==> src/rtl/pac_pkg.sv <==
// Shared types and defaults for the Pac-Man game sequencer.
package pac_pkg;

  typedef enum logic [2:0] {
    IDLE  = 3'd0,
    READY = 3'd1,
    PLAY  = 3'd2,
    DYING = 3'd3,
    CLEAR = 3'd4,
    OVER  = 3'd5
  } game_state_t;

  localparam int LIVES_DEF        = 3;
  localparam int READY_FRAMES_DEF = 60;
  localparam int DEATH_FRAMES_DEF = 90;

  // Count of set bits; callers zero-extend narrower masks into v.
  function automatic logic [5:0] popcount(input logic [31:0] v);
    logic [5:0] c;
    c = '0;
    for (int i = 0; i < 32; i++) c = c + {5'd0, v[i]};
    return c;
  endfunction

endpackage

==> src/rtl/sync_edge_pulse.sv <==
// Two-flop synchronizer followed by a registered rising-edge detector.
module sync_edge_pulse (
  input  logic Clk,
  input  logic Reset,
  input  logic din,
  output logic pulse
);

  logic [2:0] sr;

  // Shift the async input through the sync chain; pulse on a 0->1 step.
  always_ff @(posedge Clk) begin
    if (Reset) begin
      sr    <= '0;
      pulse <= 1'b0;
    end else begin
      sr    <= {sr[1:0], din};
      pulse <= sr[1] & ~sr[2];
    end
  end

endmodule

==> src/rtl/game_state_ctrl.sv <==
// Round sequencer: dot mask, score, lives, level and freeze/respawn control.
module game_state_ctrl
  import pac_pkg::*;
#(
  parameter int NUM_DOTS     = 10,
  parameter int LIVES        = LIVES_DEF,
  parameter int READY_FRAMES = READY_FRAMES_DEF,
  parameter int DEATH_FRAMES = DEATH_FRAMES_DEF,
  parameter int SCORE_W      = 8
) (
  input  logic                Clk,
  input  logic                Reset,
  input  logic                frame_clk,
  input  logic                start,
  input  logic [NUM_DOTS-1:0] kill_10,
  input  logic                collide,
  output logic [NUM_DOTS-1:0] alive_10,
  output logic [SCORE_W-1:0]  score,
  output logic [1:0]          lives,
  output logic [3:0]          level,
  output logic [2:0]          state,
  output logic                freeze,
  output logic                respawn
);

  localparam int MAXF = (READY_FRAMES > DEATH_FRAMES) ? READY_FRAMES : DEATH_FRAMES;
  localparam int CW   = $clog2(MAXF + 1);
  localparam int SW   = SCORE_W + 7;

  logic frame_tick, start_tick;

  sync_edge_pulse u_frame (.Clk(Clk), .Reset(Reset), .din(frame_clk), .pulse(frame_tick));
  sync_edge_pulse u_start (.Clk(Clk), .Reset(Reset), .din(start),     .pulse(start_tick));

  game_state_t         st, st_n;
  logic [CW-1:0]       cnt, cnt_n;
  logic [NUM_DOTS-1:0] alive_n, newly;
  logic [SCORE_W-1:0]  score_n;
  logic [1:0]          lives_n;
  logic [3:0]          level_n;
  logic                respawn_n;
  logic [SW-1:0]       sum;

  // Next-state and next-datapath values; every state entry clears the frame counter.
  always_comb begin
    st_n      = st;
    cnt_n     = frame_tick ? cnt + CW'(1) : cnt;
    alive_n   = alive_10;
    score_n   = score;
    lives_n   = lives;
    level_n   = level;
    respawn_n = 1'b0;
    newly     = alive_10 & kill_10;
    sum       = SW'(score) + SW'(popcount(32'(newly)));
    unique case (st)
      IDLE: if (start_tick) begin
        st_n = READY; cnt_n = '0; respawn_n = 1'b1;
      end
      READY: if (frame_tick && cnt == CW'(READY_FRAMES - 1)) begin
        st_n = PLAY; cnt_n = '0;
      end
      PLAY: begin
        alive_n = alive_10 & ~kill_10;
        score_n = (sum > SW'({SCORE_W{1'b1}})) ? {SCORE_W{1'b1}} : sum[SCORE_W-1:0];
        if (alive_n == '0) begin
          st_n = CLEAR; cnt_n = '0;
        end else if (collide) begin
          st_n = DYING; cnt_n = '0;
          if (lives != 2'd0) lives_n = lives - 2'd1;
        end
      end
      DYING: if (frame_tick && cnt == CW'(DEATH_FRAMES - 1)) begin
        cnt_n = '0;
        if (lives == 2'd0) st_n = OVER;
        else begin
          st_n = READY; respawn_n = 1'b1;
        end
      end
      CLEAR: if (frame_tick && cnt == CW'(READY_FRAMES - 1)) begin
        st_n = READY; cnt_n = '0; respawn_n = 1'b1;
        alive_n = '1; level_n = level + 4'd1;
      end
      OVER: if (start_tick) begin
        st_n = READY; cnt_n = '0; respawn_n = 1'b1;
        score_n = '0; lives_n = 2'(LIVES); level_n = '0; alive_n = '1;
      end
      default: begin
        st_n = IDLE; cnt_n = '0;
      end
    endcase
  end

  // Register state, datapath and all outputs.
  always_ff @(posedge Clk) begin
    if (Reset) begin
      st       <= IDLE;
      cnt      <= '0;
      alive_10 <= '1;
      score    <= '0;
      lives    <= 2'(LIVES);
      level    <= '0;
      freeze   <= 1'b1;
      respawn  <= 1'b0;
    end else begin
      st       <= st_n;
      cnt      <= cnt_n;
      alive_10 <= alive_n;
      score    <= score_n;
      lives    <= lives_n;
      level    <= level_n;
      freeze   <= (st_n != PLAY);
      respawn  <= respawn_n;
    end
  end

  assign state = st;

endmodule

==> config.mk <==
export PLATFORM = sky130hd
export DESIGN_NAME = game_state_ctrl
export DESIGN_NICKNAME = d
export VERILOG_FILES = /design/src/rtl/pac_pkg.sv /design/src/rtl/sync_edge_pulse.sv /design/src/rtl/game_state_ctrl.sv
export SDC_FILE = /design/constraint.sdc
export NUM_CORES = 1
export LEC_CHECK = 0
export ABC_AREA = 1
export BUFFER_PORTS_ARGS = -buffer_cell sky130_fd_sc_hd__buf_4
export CAP_MARGIN = 30
export CORE_AREA = 8 8 87 89
export DETAILED_ROUTE_END_ITERATION = 10
export DIE_AREA = 0 0 95 97
export SYNTH_ARGS = -nofsm -noshare
export SYNTH_HDL_FRONTEND = slang
export SYNTH_SLANG_ARGS = --single-unit
export TNS_END_PERCENT = 100
==> constraint.sdc <==
create_clock -name Clk -period 4.3 [get_ports Clk]
set_input_delay 0.43 -clock Clk [delete_from_list [all_inputs] [get_ports Clk]]
set_output_delay 0.43 -clock Clk [all_outputs]
set_load 0.05 [all_outputs]
==> results.yml <==
grt:
  grt_pass1_vias: 2384
  grt_pass1_wl_mm: 10.7
  grt_usage_pct: 14.1
  grt_use_met3_pct: 2.70
  use_met2_pct: 22.4
  grt_start_max_net_pins: 23
  grt_antenna_before_repair: 0
  overflow: 0
  use_met1_pct: 18.3
  busiest_layer: "met2"
clock_network:
  post_cts_buffers: 0
  cts_made_buffers: 5
  cts_resized: 0
  cts_hold_buffers: 0
  tritoncts: "built"
  cts_buffer_depth: 2
  clock_sinks: 44
  clk_latency_ps: 300
  h-tree-depth: 2
  cts_root_buf: "clkbuf_8"
  clk_pin_slew_ps: 90
power_and_ir_drop:
  p_int_uw: 632
  p_per_area_mw_per_mm2: 269
  switching_power_uw: 223
  switching_share_pct: 26.1
  p_seq_share_pct: 48.4
  combinationalPowerShare_pct: 13.8
  pwr-share-clk_pct: 37.7
  leakagePower_uw: 0.00167
  peakVddDrop_mv: 0.135
finish:
  layout_common_cells: "nand2_1 (105), nand3_1 (64), inv_1 (62), dfxtp_1 (44), buf_4 (43)"
  final_nets: 478
  syn_to_final_growth_pct: 18.1
  drive_above_1_share_pct: 16.1
  post_layout_nonfiller_instances: 525
  antenna_cells: 0
  final_common_cell: "nand2_1"
setup_path:
  r2r_slack_ps: 490
  slowest_stage: "fa_1"
  cp.required_ps: 4490
  worst-setup-path-type: "flop to flop"
  cpMostUsedCell: "fa_1"
  setup.worst_path.start: "alive_10[0]$_SDFFE_PP1P_"
  r2r_end: "score[1]$_SDFFE_PP0P_"
  cp_max_fo: 5
  crit_path_start_kind: "flop"
  max_stage_delay_ps: 530
  endpoint_kind: "flop"
  path_cells: "nand2_1 > inv_1 > fa_1 > inv_1 > fa_1 > inv_1 > fa_1 > fa_1 > fa_1 > nand3_1 > nand2_1 > nand3_1 > inv_1 > o21ai_0 > a21oi_1"
  arrival_ps: 4000
  cp-endpoint: "score[1]$_SDFFE_PP0P_"
  r2r_cells: 15
  r2r_start: "alive_10[0]$_SDFFE_PP1P_"
placed_design:
  gp_congestion: 0.873
  dp.cells: 517
  port_buffers: 43
  post-dp-hpwl_mm: 4.80
floorplan:
  ioPinCount: 44
  die-area_sq_mm: 0.00922
  rows: 29
  die_h_um: 97
  die_w_um: 95
  core_sq_mm: 0.00620
  start_util_pct: 43.3
yosys:
  synth-seq-cells: 44
  synthCells: 406
  ys_types: 29
  yosysWarnings: 0
  syn_area_sq_mm: 0.00268
  syn_nets: 437
  syn_avg_cell_area_sq_um: 6.61
  seq_area_frac_synth_pct: 32.8
route:
  dr.pass1.iters: 4
  wl_per_cell_um: 12.0
  drc: 0
  routed_wl_mm: 6.28
  vias: 2559
  antenna_left: 0
  drt_iter0_drc: 156
  via_per_inst: 4.87
timing:
  skew_ps: 4.81
  slew_headroom_pct: 65.0
  fin_crit_sh_pct: 88.7
  period_needed_ps: 3810
  rsz0062_at_grt: "false"
  finalSetupViolations: 0
  max_slew.worst_pin.slew_ps: 522
  final.setup.tns_ps: 0
  slew_violations: 0
  fmax_mhz: 262
  holdWs_ps: 324
  finalHoldViolations: 0
job:
  drv_cap: 0
hold_path:
  hold_path_class: "primary input to flop"
outcome:
  status: "finished clean"
==> synth_stat cells <==
master,instances,share of area (%)
o211ai_1,3,0.84
clkbuf_1,6,0.84
inv_1,62,8.7
a21oi_2,1,0.33
nand3_2,2,0.75
nand4_1,5,1.2
buf_2,2,0.37
nand3_1,64,12
xor2_1,4,1.3
nor3_1,6,1.1
buf_6,1,0.42
nand2_2,5,1.2
or2_1,1,0.23
inv_2,8,1.1
dfxtp_1,44,33
o21ai_0,7,1.3
nand2_1,105,15
o21ai_1,2,0.37
o21ai_2,1,0.33
clkinv_1,1,0.14
a21oi_1,14,2.6
ha_1,9,4.2
nor2_4,1,0.42
xnor2_1,3,0.98
nor2_2,2,0.47
nor2_1,38,5.3
a31oi_1,1,0.23
fa_1,7,5.2
nand3_4,1,0.65
==> flip-flops by register name (all words and copies together) (netlist names) <==
register	cells
lives	2
cnt	7
alive_10	10
u_start.sr	3
state	3
u_frame.pulse	1
freeze	1
level	4
respawn	1
u_start.pulse	1
u_frame.sr	3
score	8
==> how the worst min path moves through the flow <==
stage / startpoint / endpoint / slack (ps) / depth (start not counted)
after floorplan: u_frame.sr[2]$_SDFF_PP0_ / u_frame.pulse$_SDFF_PP0_ / 370 / 1
after global placement: u_start.sr[2]$_SDFF_PP0_ / u_start.pulse$_SDFF_PP0_ / 380 / 1
after detailed placement: u_start.sr[2]$_SDFF_PP0_ / u_start.pulse$_SDFF_PP0_ / 390 / 1
after CTS: start / u_start.sr[0]$_SDFF_PP0_ / 310 / 3
after global routing: frame_clk / u_frame.sr[0]$_SDFF_PP0_ / 320 / 3
final: start / u_start.sr[0]$_SDFF_PP0_ / 320 / 3
==> per-layer routing <==
layer / wire length [um] / part of all wire [%] / up-vias
met5: 0 / 0 / -
met4: 89 / 1.4 / 0
met3: 324 / 5.2 / 7
met2: 2850 / 45 / 52
met1: 3020 / 48 / 1142
li1: - / - / 1358
==> stage by stage <==
stage	total power (uW)	worst slack (ps)	cell area (sq um)	utilization, %
5_1_grt	900	274	3170	51.1
3_5_place_dp	541	267	3060	49.3
2_1_floorplan	506	453	2680	-
3_3_place_gp	542	336	3060	49.3
4_1_cts	874	465	3170	51.1
6_report	854	488	3170	51.1
==> layout make-up <==
cell class	instances	area [sq um]
clock buffers	5	68.8
clock inverters	3	42.5
flip-flops and latches	44	881
inverters	71	267
multi-input cells	282	1490
well taps	77	96.3
repair buffers	43	323
fillers	657	3030
==> cell families after synthesis <==
family,synth area share [%]
compound gates,6.01
xor+xnor,2.28
fa+ha+maj,9.42
buf+inv,11.6
flops,32.8
simple gates,37.9
==> power by group through the flow <==
stage	clock [uW]	sequential [uW]	combinational [uW]
6_report	322	414	118
5_1_grt	349	415	137
4_1_cts	340	414	120
3_5_place_dp	0	424	118
3_3_place_gp	0	423	118
2_1_floorplan	0	425	81.4
==> worst max-delay path: cells and delay by family (launching register included) <==
family,cells,cell delay (ps)
adders and majority gates,5,2460
and+or+nand+nor,4,440
DFF,1,350
buffers and inverters,4,230
AOI/OAI and AO/OA,2,230
(Power assumes the default switching activity.)
